==> src/rtl/t05_decode_byte_packer_pkg.sv <==
// Shared types and constants for the decode byte packer.
package t05_pkg;

   localparam int BYTE_W = 8;

   typedef enum logic [1:0] {PK_IDLE, PK_PACK, PK_FLUSH, PK_DONE} packer_state_t;

endpackage

==> src/rtl/t05_decode_byte_packer_if.sv <==
// Bit-stream input and byte-stream output handshakes of the packer.
interface t05_decode_byte_packer_if;
   import t05_pkg::*;

   logic              bit_in;
   logic              bit_valid;
   logic              bit_ready;
   logic [BYTE_W-1:0] byte_out;
   logic              byte_valid;
   logic              byte_ready;

   modport master (
      output bit_in, bit_valid, byte_ready,
      input  bit_ready, byte_out, byte_valid
   );

   modport slave (
      input  bit_in, bit_valid, byte_ready,
      output bit_ready, byte_out, byte_valid
   );

endinterface

==> src/rtl/t05_decode_byte_packer_fifo.sv <==
// Byte FIFO with extra-MSB pointers; head byte is read straight from the register array.
module t05_byte_fifo
   import t05_pkg::*;
#(
   parameter int DEPTH = 4
) (
   input  logic              clk,
   input  logic              rst,
   input  logic              push,
   input  logic              pop,
   input  logic [BYTE_W-1:0] wdata,
   output logic [BYTE_W-1:0] rdata,
   output logic              full,
   output logic              empty
);

   localparam int AW = $clog2(DEPTH);

   logic [BYTE_W-1:0] mem_q [DEPTH];
   logic [AW:0]       wr_q;
   logic [AW:0]       rd_q;
   logic              push_ok;
   logic              pop_ok;

   assign empty   = (wr_q == rd_q);
   assign full    = (wr_q[AW] != rd_q[AW]) && (wr_q[AW-1:0] == rd_q[AW-1:0]);
   assign rdata   = mem_q[rd_q[AW-1:0]];
   // A push into a full FIFO is fine when the head leaves on the same edge.
   assign push_ok = push && (!full || pop);
   assign pop_ok  = pop && !empty;

   always_ff @(posedge clk) begin
      if (!rst) begin
         wr_q <= '0;
         rd_q <= '0;
         for (int i = 0; i < DEPTH; i++) mem_q[i] <= '0;
      end else begin
         if (push_ok) begin
            mem_q[wr_q[AW-1:0]] <= wdata;
            wr_q                <= wr_q + 1'b1;
         end
         if (pop_ok) rd_q <= rd_q + 1'b1;
      end
   end

endmodule

==> src/rtl/t05_decode_byte_packer.sv <==
// Packs MSB-first decoded bits into bytes, buffers them and reports drain completion.
//
// state    | meaning
// PK_IDLE  | waiting for pack_enable
// PK_PACK  | shifting bits in, pushing completed bytes
// PK_FLUSH | no more bits; draining the FIFO
// PK_DONE  | everything drained, done held until reset
module t05_decode_byte_packer
   import t05_pkg::*;
#(
   parameter int DEPTH = 4,
   parameter int CNT_W = 32
) (
   input  logic                     clk,
   input  logic                     rst,
   input  logic                     pack_enable_i,
   input  logic                     src_finished_i,
   t05_decode_byte_packer_if.slave  bus,
   output logic [CNT_W-1:0]         bytes_written_o,
   output logic                     align_error_o,
   output logic                     done_o
);

   packer_state_t     state_q, state_d;
   logic [BYTE_W-1:0] sr_q, sr_d;
   logic [2:0]        bit_cnt_q, bit_cnt_d;
   logic              align_q, align_d;
   logic [CNT_W-1:0]  cnt_q, cnt_d;

   logic              full;
   logic              empty;
   logic              bit_acc;
   logic              push;
   logic              pop;

   assign bus.bit_ready  = pack_enable_i && (state_q == PK_PACK)
                           && !((bit_cnt_q == 3'd7) && full && !bus.byte_ready);
   assign bit_acc        = bus.bit_valid && bus.bit_ready;
   assign push           = bit_acc && (bit_cnt_q == 3'd7);
   assign pop            = pack_enable_i && !empty && bus.byte_ready;
   assign bus.byte_valid = !empty;

   t05_byte_fifo #(.DEPTH(DEPTH)) u_fifo (
      .clk   (clk),
      .rst   (rst),
      .push  (push),
      .pop   (pop),
      .wdata ({sr_q[BYTE_W-2:0], bus.bit_in}),
      .rdata (bus.byte_out),
      .full  (full),
      .empty (empty)
   );

   always_comb begin
      state_d   = state_q;
      sr_d      = sr_q;
      bit_cnt_d = bit_cnt_q;
      align_d   = align_q;
      cnt_d     = cnt_q + {{(CNT_W-1){1'b0}}, pop};

      if (bit_acc) begin
         sr_d      = {sr_q[BYTE_W-2:0], bus.bit_in};
         bit_cnt_d = bit_cnt_q + 3'd1;
      end

      case (state_q)
         PK_IDLE:  if (pack_enable_i) state_d = PK_PACK;
         PK_PACK: begin
            // A bit arriving with src_finished is taken first; the exit waits a cycle.
            if (pack_enable_i && src_finished_i && !bit_acc) begin
               state_d = PK_FLUSH;
               if (bit_cnt_q != 3'd0) begin
                  align_d   = 1'b1;
                  bit_cnt_d = 3'd0;
                  sr_d      = '0;
               end
            end
         end
         PK_FLUSH: if (pack_enable_i && empty) state_d = PK_DONE;
         default:  state_d = state_q;
      endcase
   end

   always_ff @(posedge clk) begin
      if (!rst) begin
         state_q   <= PK_IDLE;
         sr_q      <= '0;
         bit_cnt_q <= '0;
         align_q   <= 1'b0;
         cnt_q     <= '0;
      end else begin
         state_q   <= state_d;
         sr_q      <= sr_d;
         bit_cnt_q <= bit_cnt_d;
         align_q   <= align_d;
         cnt_q     <= cnt_d;
      end
   end

   assign bytes_written_o = cnt_q;
   assign align_error_o   = align_q;
   assign done_o          = (state_q == PK_DONE);

endmodule

==> src/flat_wrapper.sv <==
// flat-port wrapper written by rule: the top's interface ports become plain ports
module t05_decode_byte_packer_flat import t05_pkg::*;
#(
   parameter int DEPTH = 4,
   parameter int CNT_W = 32
)
  (clk, rst, pack_enable_i, src_finished_i, bytes_written_o, align_error_o, done_o, bus_bit_in, bus_bit_valid, bus_byte_ready, bus_bit_ready, bus_byte_out, bus_byte_valid);
  t05_decode_byte_packer_if bus_i ();
  input  logic clk;
  input  logic rst;
  input  logic pack_enable_i;
  input  logic src_finished_i;
  output logic [CNT_W-1:0] bytes_written_o;
  output logic align_error_o;
  output logic done_o;
  input wire logic [$bits(bus_i.bit_in)-1:0] bus_bit_in;
  input wire logic [$bits(bus_i.bit_valid)-1:0] bus_bit_valid;
  input wire logic [$bits(bus_i.byte_ready)-1:0] bus_byte_ready;
  output wire logic [$bits(bus_i.bit_ready)-1:0] bus_bit_ready;
  output wire logic [$bits(bus_i.byte_out)-1:0] bus_byte_out;
  output wire logic [$bits(bus_i.byte_valid)-1:0] bus_byte_valid;
  assign bus_i.bit_in = bus_bit_in;
  assign bus_i.bit_valid = bus_bit_valid;
  assign bus_i.byte_ready = bus_byte_ready;
  assign bus_bit_ready = bus_i.bit_ready;
  assign bus_byte_out = bus_i.byte_out;
  assign bus_byte_valid = bus_i.byte_valid;
  t05_decode_byte_packer #(.DEPTH(DEPTH), .CNT_W(CNT_W)) u_core (.clk(clk), .rst(rst), .pack_enable_i(pack_enable_i), .src_finished_i(src_finished_i), .bus(bus_i), .bytes_written_o(bytes_written_o), .align_error_o(align_error_o), .done_o(done_o));
endmodule
==> config.mk <==
export PLATFORM = sky130hd
export DESIGN_NAME = t05_decode_byte_packer_flat
export DESIGN_NICKNAME = d
export VERILOG_FILES = /design/src/rtl/t05_decode_byte_packer_pkg.sv /design/src/rtl/t05_decode_byte_packer_if.sv /design/src/rtl/t05_decode_byte_packer_fifo.sv /design/src/rtl/t05_decode_byte_packer.sv /design/src/flat_wrapper.sv
export SDC_FILE = /design/constraint.sdc
export NUM_CORES = 1
export LEC_CHECK = 0
export ABC_AREA = 0
export CAP_MARGIN = 20
export CELL_PAD_IN_SITES_DETAIL_PLACEMENT = 0
export CELL_PAD_IN_SITES_GLOBAL_PLACEMENT = 1
export CORE_MARGIN = 3
export CORE_UTILIZATION = 39
export CTS_CLUSTER_DIAMETER = 60
export CTS_CLUSTER_SIZE = 12
export DETAILED_ROUTE_END_ITERATION = 8
export PLACE_DENSITY_LB_ADDON = 0.3
export SETUP_SLACK_MARGIN = 0.02
export SYNTH_ARGS = -nofsm -noshare
export SYNTH_HDL_FRONTEND = slang
export SYNTH_SLANG_ARGS = --single-unit
==> constraint.sdc <==
create_clock -name clk -period 2.92 [get_ports clk]
set_input_delay 0.876 -clock clk [delete_from_list [all_inputs] [get_ports clk]]
set_output_delay 0.876 -clock clk [all_outputs]
set_load 0.01 [all_outputs]
======== Yosys cells after proc, flatten, opt, wreduce, memory -nomap -nowiden ========
Memories as Yosys holds them, arrays and structs flattened. A register that Yosys moved wholly into a read port is not among the register bits.
Cells that the tools add are included.
operators by class
  $add $sub $neg .......................... 4
  equality and inequality tests ........... 10
  mux-type cells .......................... 21
  reduce and logical (&&, ||, !) cells .... 26
operators by type and width
  cell                                                                     number
  8-bit 2-to-1 mux                                                         5
  32-bit by 1-bit adder with 32-bit output                                 1
  1-bit logical AND                                                        14
  2-bit 2-to-1 mux                                                         6
  3-bit 2-to-1 mux                                                         4
  3-bit by 1-bit adder with 3-bit output, second input constant            3
  8-bit OR reduction                                                       1
  2-bit case mux with 3 select lines                                       1
  3-bit nonzero test                                                       2
  1-bit logical NOT                                                        5
  1-bit 2-to-1 mux                                                         5
  2-bit equality test, second input constant                               2
  2-bit inequality test, second input constant                             2
  4-bit AND reduction                                                      1
  3-bit equality test                                                      1
  3-bit equality test, second input constant                               1
  3-bit AND reduction                                                      1
  2-bit by 1-bit equality test with 1-bit output, second input constant    1
  2-bit equality test                                                      1
  2-bit logical NOT                                                        1
  2-bit by 1-bit inequality test with 1-bit output, second input constant  1
  1-bit logical OR                                                         1
  1-bit inequality test                                                    1
word-level totals
  register bits ........................... 52
  memory bits (writable) .................. 32
  logic and storage cells ................. 69
  memories kept ........................... 1
memories
  memory               depth  width  read ports  clocked after memory_dff  write ports  line                               RTL
  u_core.u_fifo.mem_q  4      8      1           1                         4            t05_decode_byte_packer_fifo.sv:19  logic [BYTE_W-1:0] mem_q [DEPTH];

======== Depth between registers and ports, before layout ========
Gate-level depths: netlist (run 1).
  word-level depth ........................ 14
  mapped depth ............................ 9
  gate-level depth less buffers ........... 9

======== Hierarchy ========
A second synthesis (run 1) with hierarchy kept.
unflattened totals
  cell total of the unflattened synthesis .. 389
  area total of the unflattened synthesis .. 4147.7 µm²
by module, submodules not included
  module                  instances  cells each  area an instance (µm²)  sequential area each (µm²)
  t05_decode_byte_packer  1          240         2115.8                  900.9
  t05_byte_fifo           1          149         2031.9                  1121.1

======== Worst setup path after synthesis (run 1) ========
Ideal clock, no wire load.
  path type ............................... in2reg
  from .................................... input port bus_byte_ready
  to ...................................... register u_core.cnt_q[16] (netlist: u_core.bytes_written_o[16])
  library setup time ...................... 0.128 ns
  arrival ................................. 2.956 ns
  required time ........................... 2.792 ns
  slack ................................... -0.163 ns
  stages .................................. 9
  buffers on the path ..................... 0
  cells stage by stage .................... inv_1 a311oi_1 ha_1 ha_1 nand3_1 nor4_1 nand3_1 xor2_1 nor2_1
between the ends
  cells in the longest elaborated chain, start to end .. 2
RTL lines
  item                                      line                          RTL
  from (decl)                               flat_wrapper.sv:18            input wire logic [$bits(bus_i.byte_ready)-1:0] bus_byte_ready;
  1-bit logical AND                         t05_decode_byte_packer.sv:40  assign pop = pack_enable_i && !empty && bus.byte_ready;
  32-bit by 1-bit adder with 32-bit output  t05_decode_byte_packer.sv:59  cnt_d = cnt_q + {{(CNT_W-1){1'b0}}, pop};
  to (signal assigned)                      t05_decode_byte_packer.sv:96  cnt_q <= cnt_d;
  to (decl)                                 t05_decode_byte_packer.sv:28  logic [CNT_W-1:0] cnt_q, cnt_d;
No other way between the ends.
A chain may end at the register's enable or synchronous reset.

==> out/qor.yml, run 1 <==
die:
  die_h_um: 104
  rows: 35
  io_pins: 51
  initial_utilization: 0.405
  core_um2: 9330
  die_area_um2: 10900
  die_w_um: 104
synth:
  yosysUniqueCellTypes: 36
  syn_avg_cell_area_um2: 10.9
  synth_top_area_cell: "dfxtp_1"
  yosysMostFrequentCell: "dfxtp_1"
  synth_edf_count: 32
  syn_area_um2: 3780
  ys_seq_area_frac: 0.535
  ys_ff_latch: 85
  netlist_top_cells_area: "dfxtp_1, edfxtp_1, xor2_1"
  synthArstFlopShare: 0
  syn_nets: 364
  syn_inst: 346
  synthTopCellsByCount: "dfxtp_1, nor2_1, edfxtp_1, and2_1, xor2_1"
  synth_top_area_share: 0.281
  yosysWarnings: 0
  synth_top_flop_cell: "dfxtp_1"
power:
  fin_total_pwr_w: 0.00235
  pwr_density_cell_nw_per_um2: 485
  p_comb_frac: 0.077
  netSwitchingPower_w: 0.000557
  p_sw_frac: 0.237
  seqPwrFrac: 0.542
  ir_drop_mv: 0.344
  clkPwrFrac: 0.381
  leakage_nw: 1.80
  p_int_w: 0.00179
cts:
  cts_sinks: 85
  cts.path.max_buffers: 2
  h-tree-depth: 3
  clock_latency_ps: 350
  cts_inserted_buffers: 9
  cts-root-buf: "clkbuf_8"
  hold_buffers: 0
  cts_tree: "done"
  path_clk_slew_ps: 90
sta:
  setup_viol: 0
  min_period_over_period: 0.952
  fin_ws_ps: 141
  slew_headroom: 0.458
  tightestPinTransition_ps: 806
  whs_ps: 497
  clock_skew_ps: 10.0
  slew_viol_final: 0
  fmax_ghz: 0.360
  finalHoldViolations: 0
  min_period_ps: 2780
  tns_ps: 0
  rsz0062_at_grt: "true"
placed_design:
  dpl_worst_slack_ps: -262
  dpl.hpwl_um: 5590
  place.port_buffers: 50
  gp_congestion: 0.745
critical_path:
  worstSetupPathType: "flip-flop to primary output"
  start_kind: "flip-flop"
  cp-end-kind: "primary output"
  worst_ep_arrival_time_ps: 1900
  required_ps: 2040
  cp_max_fo: 8
route:
  vias: 2670
  via_per_inst: 4.78
  drtPass1Iterations: 4
  wl_per_cell_um: 14.0
  ant_nets: 0
  drc: 0
  drtIter0Drc: 96
  wirelength_um: 7810
global_routing:
  antenna_found_initial: 0
  grt.total_usage: 0.155
  grt_overflow: 0
  grt_pass1_vias: 2701
  grt_pass1_wl_um: 13600
  grt_max_degree: 39
finish:
  nNetsFinal: 442
  drive_gt1_frac: 0.145
  area_growth_pct: 28.4
  post-route-util: 0.520
  antenna_cells: 0
flow_run:
  max_cap_viol_count: 0
outcome:
  outcome: "completed"
min_path:
  hold_path_class: "flip-flop to flip-flop"
per-layer routing:
layer	global-route usage	wire length, um	vias to the layer above	share of wire
met4	0.0627	124	0	0.016
li1	-	-	1369	-
met2	0.243	3700	38	0.47
met1	0.211	3730	1252	0.48
met3	0.0298	248	11	0.032
met5	0	0	-	0
critical path, cell delays in order (launching register included):
cell and delay (ps):
dfxtp_1 320, buf_4 200, mux4_2 540, clkdlybuf4s50_1 500
cell type report:
class	count	area, um2
flip-flops and latches	85	2020
multi-input cells	241	1720
clock inverters	6	63.8
repair buffers	77	698
inverters	10	37.5
fillers	857	4480
clock buffers	10	149
well taps	129	161
metrics by stage:
step	area (um2)	std cells
floorplan	3790	346
global placement	4610	541
detailed placement	4610	541
CTS	4820	557
global route	4850	558
finish	4850	558
kinds of logic after synthesis:
family | after synthesis | share of synthesized area
multiplexers | 19 | 0.0769
buffers and inverters | 20 | 0.0202
flip-flops | 85 | 0.535
AO/OA/AOI/OAI | 15 | 0.0272
XOR/XNOR | 38 | 0.0881
adder cells (fa/ha/maj) | 11 | 0.0364
AND/OR/NAND/NOR | 158 | 0.216
registers in the layout (all words and copies together), names as in the netlist, named ones only:
name,cells
u_core.align_error_o,1
u_core.bytes_written_o,32
u_core.sr_q,7
u_core.state_q,2
u_core.u_fifo.rd_q,3
u_core.u_fifo.wr_q,3
u_core.bit_cnt_q,3
u_core.u_fifo.mem_q,32
worst paths after layout:
| kind | slack [ps] | start | endpoint | cells past startpoint |
|---|---|---|---|---|
| max reg2reg | 510 | u_core.u_fifo.rd_q[0] | u_core.bytes_written_o[10] | 11 |
| min | 500 | u_core.align_error_o | u_core.align_error_o | 2 |
| min reg2reg | 500 | u_core.align_error_o | u_core.align_error_o | 2 |
| max | 140 | flip-flop | bus_byte_out[4] | 3 |
cell usage in the layout, fill, tap and decap left out, types with 3 or more instances in the layout:
master,Yosys,layout
a21oi_1,4,4
and2_1,27,27
and3_1,12,12
and4_1,3,3
buf_4,0,27
clkbuf_8,0,9
clkdlybuf4s50_1,0,49
dfxtp_1,53,53
edfxtp_1,32,32
ha_1,11,9
inv_1,10,9
inv_4,0,4
mux2i_1,11,11
mux4_2,8,8
nand2_1,18,18
nand2b_1,4,4
nand3_1,14,13
nand4_1,15,15
nor2_1,50,50
nor3_1,6,6
nor4_2,1,3
o21ai_0,3,3
xnor2_1,13,13
xor2_1,25,25
power groups by stage:
| stage | clock network (W) | registers [W] | logic (W) |
|---|---|---|---|
| 2_1_floorplan | 0 | 0.00130 | 0.000118 |
| 3_3_place_gp | 0 | 0.00130 | 0.000182 |
| 3_5_place_dp | 0 | 0.00130 | 0.000188 |
| 4_1_cts | 0.000911 | 0.00128 | 0.000186 |
| 5_1_grt | 0.000973 | 0.00128 | 0.000205 |
| 6_report | 0.000895 | 0.00128 | 0.000181 |
repair_timing:
item,in CTS,in global routing
endpoints found under the setup margin,1,17
pin swaps,0,3
gates resized for setup,1,8
buffers inserted,0,1
Note: power is estimated with default switching activity, not from simulation.
==> run 2: changes to the inputs <==
--- a/config.mk
+++ b/config.mk
@@ -11,8 +11,8 @@
 export CELL_PAD_IN_SITES_GLOBAL_PLACEMENT = 1
 export CORE_MARGIN = 3
 export CORE_UTILIZATION = 39
+export CTS_BUF_LIST = sky130_fd_sc_hd__clkbuf_16
 export CTS_CLUSTER_DIAMETER = 60
-export CTS_CLUSTER_SIZE = 12
 export DETAILED_ROUTE_END_ITERATION = 8
 export PLACE_DENSITY_LB_ADDON = 0.3
 export SETUP_SLACK_MARGIN = 0.02
==> out/qor.yml, run 2 (synthesized netlist as in run 1, its figures left out) <==
power:
  ir_drop_mv: 0.310  # was 0.344 mV
  seqPwrFrac: 0.482  # was 0.542
  clkPwrFrac: 0.450  # was 0.381
  p_sw_frac: 0.221  # was 0.237
  pwr_density_cell_nw_per_um2: 532  # was 485 nW/um2
  leakage_nw: 1.87  # was 1.80 nW
  p_comb_frac: 0.068  # was 0.077
  p_int_w: 0.00206  # was 0.00179 W
  netSwitchingPower_w: 0.000586  # was 0.000557 W
cts:
  path_clk_slew_ps: 60  # was 90 ps
  clock_latency_ps: 340  # was 350 ps
  cts_sinks: 85  # unchanged
  cts_tree: "done"  # unchanged
  hold_buffers: 0  # unchanged
  cts-root-buf: "clkbuf_16"  # was clkbuf_8
  cts_inserted_buffers: 9  # unchanged
  cts.path.max_buffers: 2  # unchanged
  h-tree-depth: 3  # unchanged
critical_path:
  worst_ep_arrival_time_ps: 1880  # was 1900 ps
  cpPeakStageDelay_ps: 540  # about the same
  crit_end: "bus_byte_out[4]"  # unchanged
  start_kind: "flip-flop"  # unchanged
  reg2regPathDepth: 10  # was 11
  required_ps: 2040  # about the same
  worstSetupPathType: "flip-flop to primary output"  # unchanged
  cp-end-kind: "primary output"  # unchanged
  worst-r2r-setup-slack_ps: 560  # was 510 ps
  timing.rr.end: "u_core.bytes_written_o[31]"  # was u_core.bytes_written_o[10]
  cp_max_fo: 8  # unchanged
  path_cells: "buf_4 -> mux4_2 -> clkdlybuf4s50_1"  # unchanged
  cpMaxStageDelayCell: "mux4_2"  # unchanged
  r2r-start: "u_core.u_fifo.wr_q[1]"  # was u_core.u_fifo.rd_q[0]
route:
  via_per_inst: 4.81  # was 4.78
  vias: 2683  # was 2670
  wl_per_cell_um: 14.0  # about the same
  drtPass1Iterations: 4  # unchanged
  drc: 0  # unchanged
  ant_nets: 0  # unchanged
  drtIter0Drc: 103  # was 96
  wirelength_um: 7830  # was 7810 um
sta:
  rsz0062_at_grt: "false"  # was true
  slew_headroom: 0.464  # was 0.458
  tns_ps: 0  # unchanged
  tightestPinTransition_ps: 798  # was 806 ps
  whs_ps: 493  # was 497 ps
  finalHoldViolations: 0  # unchanged
  fmax_ghz: 0.363  # was 0.360 GHz
  min_period_over_period: 0.943  # was 0.952
  setup_viol: 0  # unchanged
  min_period_ps: 2750  # was 2780 ps
  slew_viol_final: 0  # unchanged
  clock_skew_ps: 8.77  # was 10.0 ps
die:
  rows: 35  # unchanged
  die_area_um2: 10900  # unchanged
  die_h_um: 104  # unchanged
  die_w_um: 104  # unchanged
  io_pins: 51  # unchanged
  core_um2: 9330  # unchanged
  initial_utilization: 0.405  # unchanged
global_routing:
  grt_pass1_vias: 2698  # was 2701
  grt_max_degree: 39  # unchanged
  grt_pass1_wl_um: 13600  # about the same
  grt.total_usage: 0.155  # about the same
  antenna_found_initial: 0  # unchanged
  grt_overflow: 0  # unchanged
finish:
  final_common_cell: "dfxtp_1"  # unchanged
  final_cell_mix: "dfxtp_1, nor2_1, clkdlybuf4s50_1"  # unchanged
  area_growth_pct: 31.9  # was 28.4%
  seqCellArea_um2: 2020  # unchanged
  drive_gt1_frac: 0.152  # was 0.145
  multi_input_area_um2: 1740  # was 1720 um2
  fillCellCount: 840  # was 857
  nNetsFinal: 442  # unchanged
  antenna_cells: 0  # unchanged
  layout.cells.non_filler: 558  # unchanged
placed_design:
  dpl.hpwl_um: 5590  # unchanged
  gp_congestion: 0.745  # unchanged
  dp.cells: 541  # unchanged
  place.port_buffers: 50  # unchanged
min_path:
  hold_path_class: "flip-flop to flip-flop"  # unchanged
flow_run:
  max_cap_viol_count: 0  # unchanged
outcome:
  outcome: "completed"  # unchanged
run 2: cell types whose count changed in the layout (fill, tap and decap cells not counted), sizes merged:
cell,before,now
clkdlybuf4s50,49,47
dlymetal6s2s,0,2
run 2: cell type report:
class,count,share of cell area
timing repair buffer,77,0.141
sequential,85,0.406
clock buffer,10,0.0502
tap,129,0.0324
multi-input combinational,241,0.350
clock inverter,6,0.0128
inverter,10,0.00754
run 2: worst max-delay path, delay by kind of cell (launching register included):
family / cells / cell delay, ps
buffers and inverters: 2 / 700
multiplexers: 1 / 540
flip-flops: 1 / 310
run 2: per-layer routing:
metal	vias up	global-route usage	wire length [um]
met2	45	0.242	3730
met4	0	0.0513	91
met5	-	0	0
li1	1373	-	-
met3	8	0.0372	324
met1	1257	0.211	3690
run 2: per-stage QoR:
stage                     setup slack [ps]  cell area (um2)  utilization  power, W
after CTS                             29.2             4920        0.527   0.00268
after global routing                  92.5             4980        0.534   0.00276
after detailed placement              -262             4610        0.494   0.00149
after global placement                -249             4610        0.494   0.00148
final                                  166             4980        0.534   0.00265
after floorplan                        113             3790            -   0.00142
run 2: power by group through the flow:
stage / clock (W) / combinational [W] / sequential [W]
4_1_cts: 0.00121 / 0.000187 / 0.00128
3_5_place_dp: 0 / 0.000188 / 0.00130
3_3_place_gp: 0 / 0.000182 / 0.00130
5_1_grt: 0.00128 / 0.000206 / 0.00128
2_1_floorplan: 0 / 0.000118 / 0.00130
6_report: 0.00119 / 0.000180 / 0.00128
run 2: how the worst min path moves through the flow:
| stage | startpoint | to | depth (start not counted) |
|---|---|---|---|
| 3_5_place_dp | u_core.align_error_o | u_core.align_error_o | 2 |
| 2_1_floorplan | u_core.state_q[1] | u_core.state_q[1] | 2 |
| 5_1_grt | u_core.align_error_o | u_core.align_error_o | 2 |
| 4_1_cts | u_core.align_error_o | u_core.align_error_o | 2 |
| 3_3_place_gp | u_core.align_error_o | u_core.align_error_o | 2 |
| 6_report | u_core.align_error_o | u_core.align_error_o | 2 |
run 2: what timing repair did:
item | 4_1_cts | 5_1_grt
pin swaps | 0 | 5
buffers inserted | 0 | 1
setup endpoints to repair | 1 | 19
gates resized for setup | 1 | 14
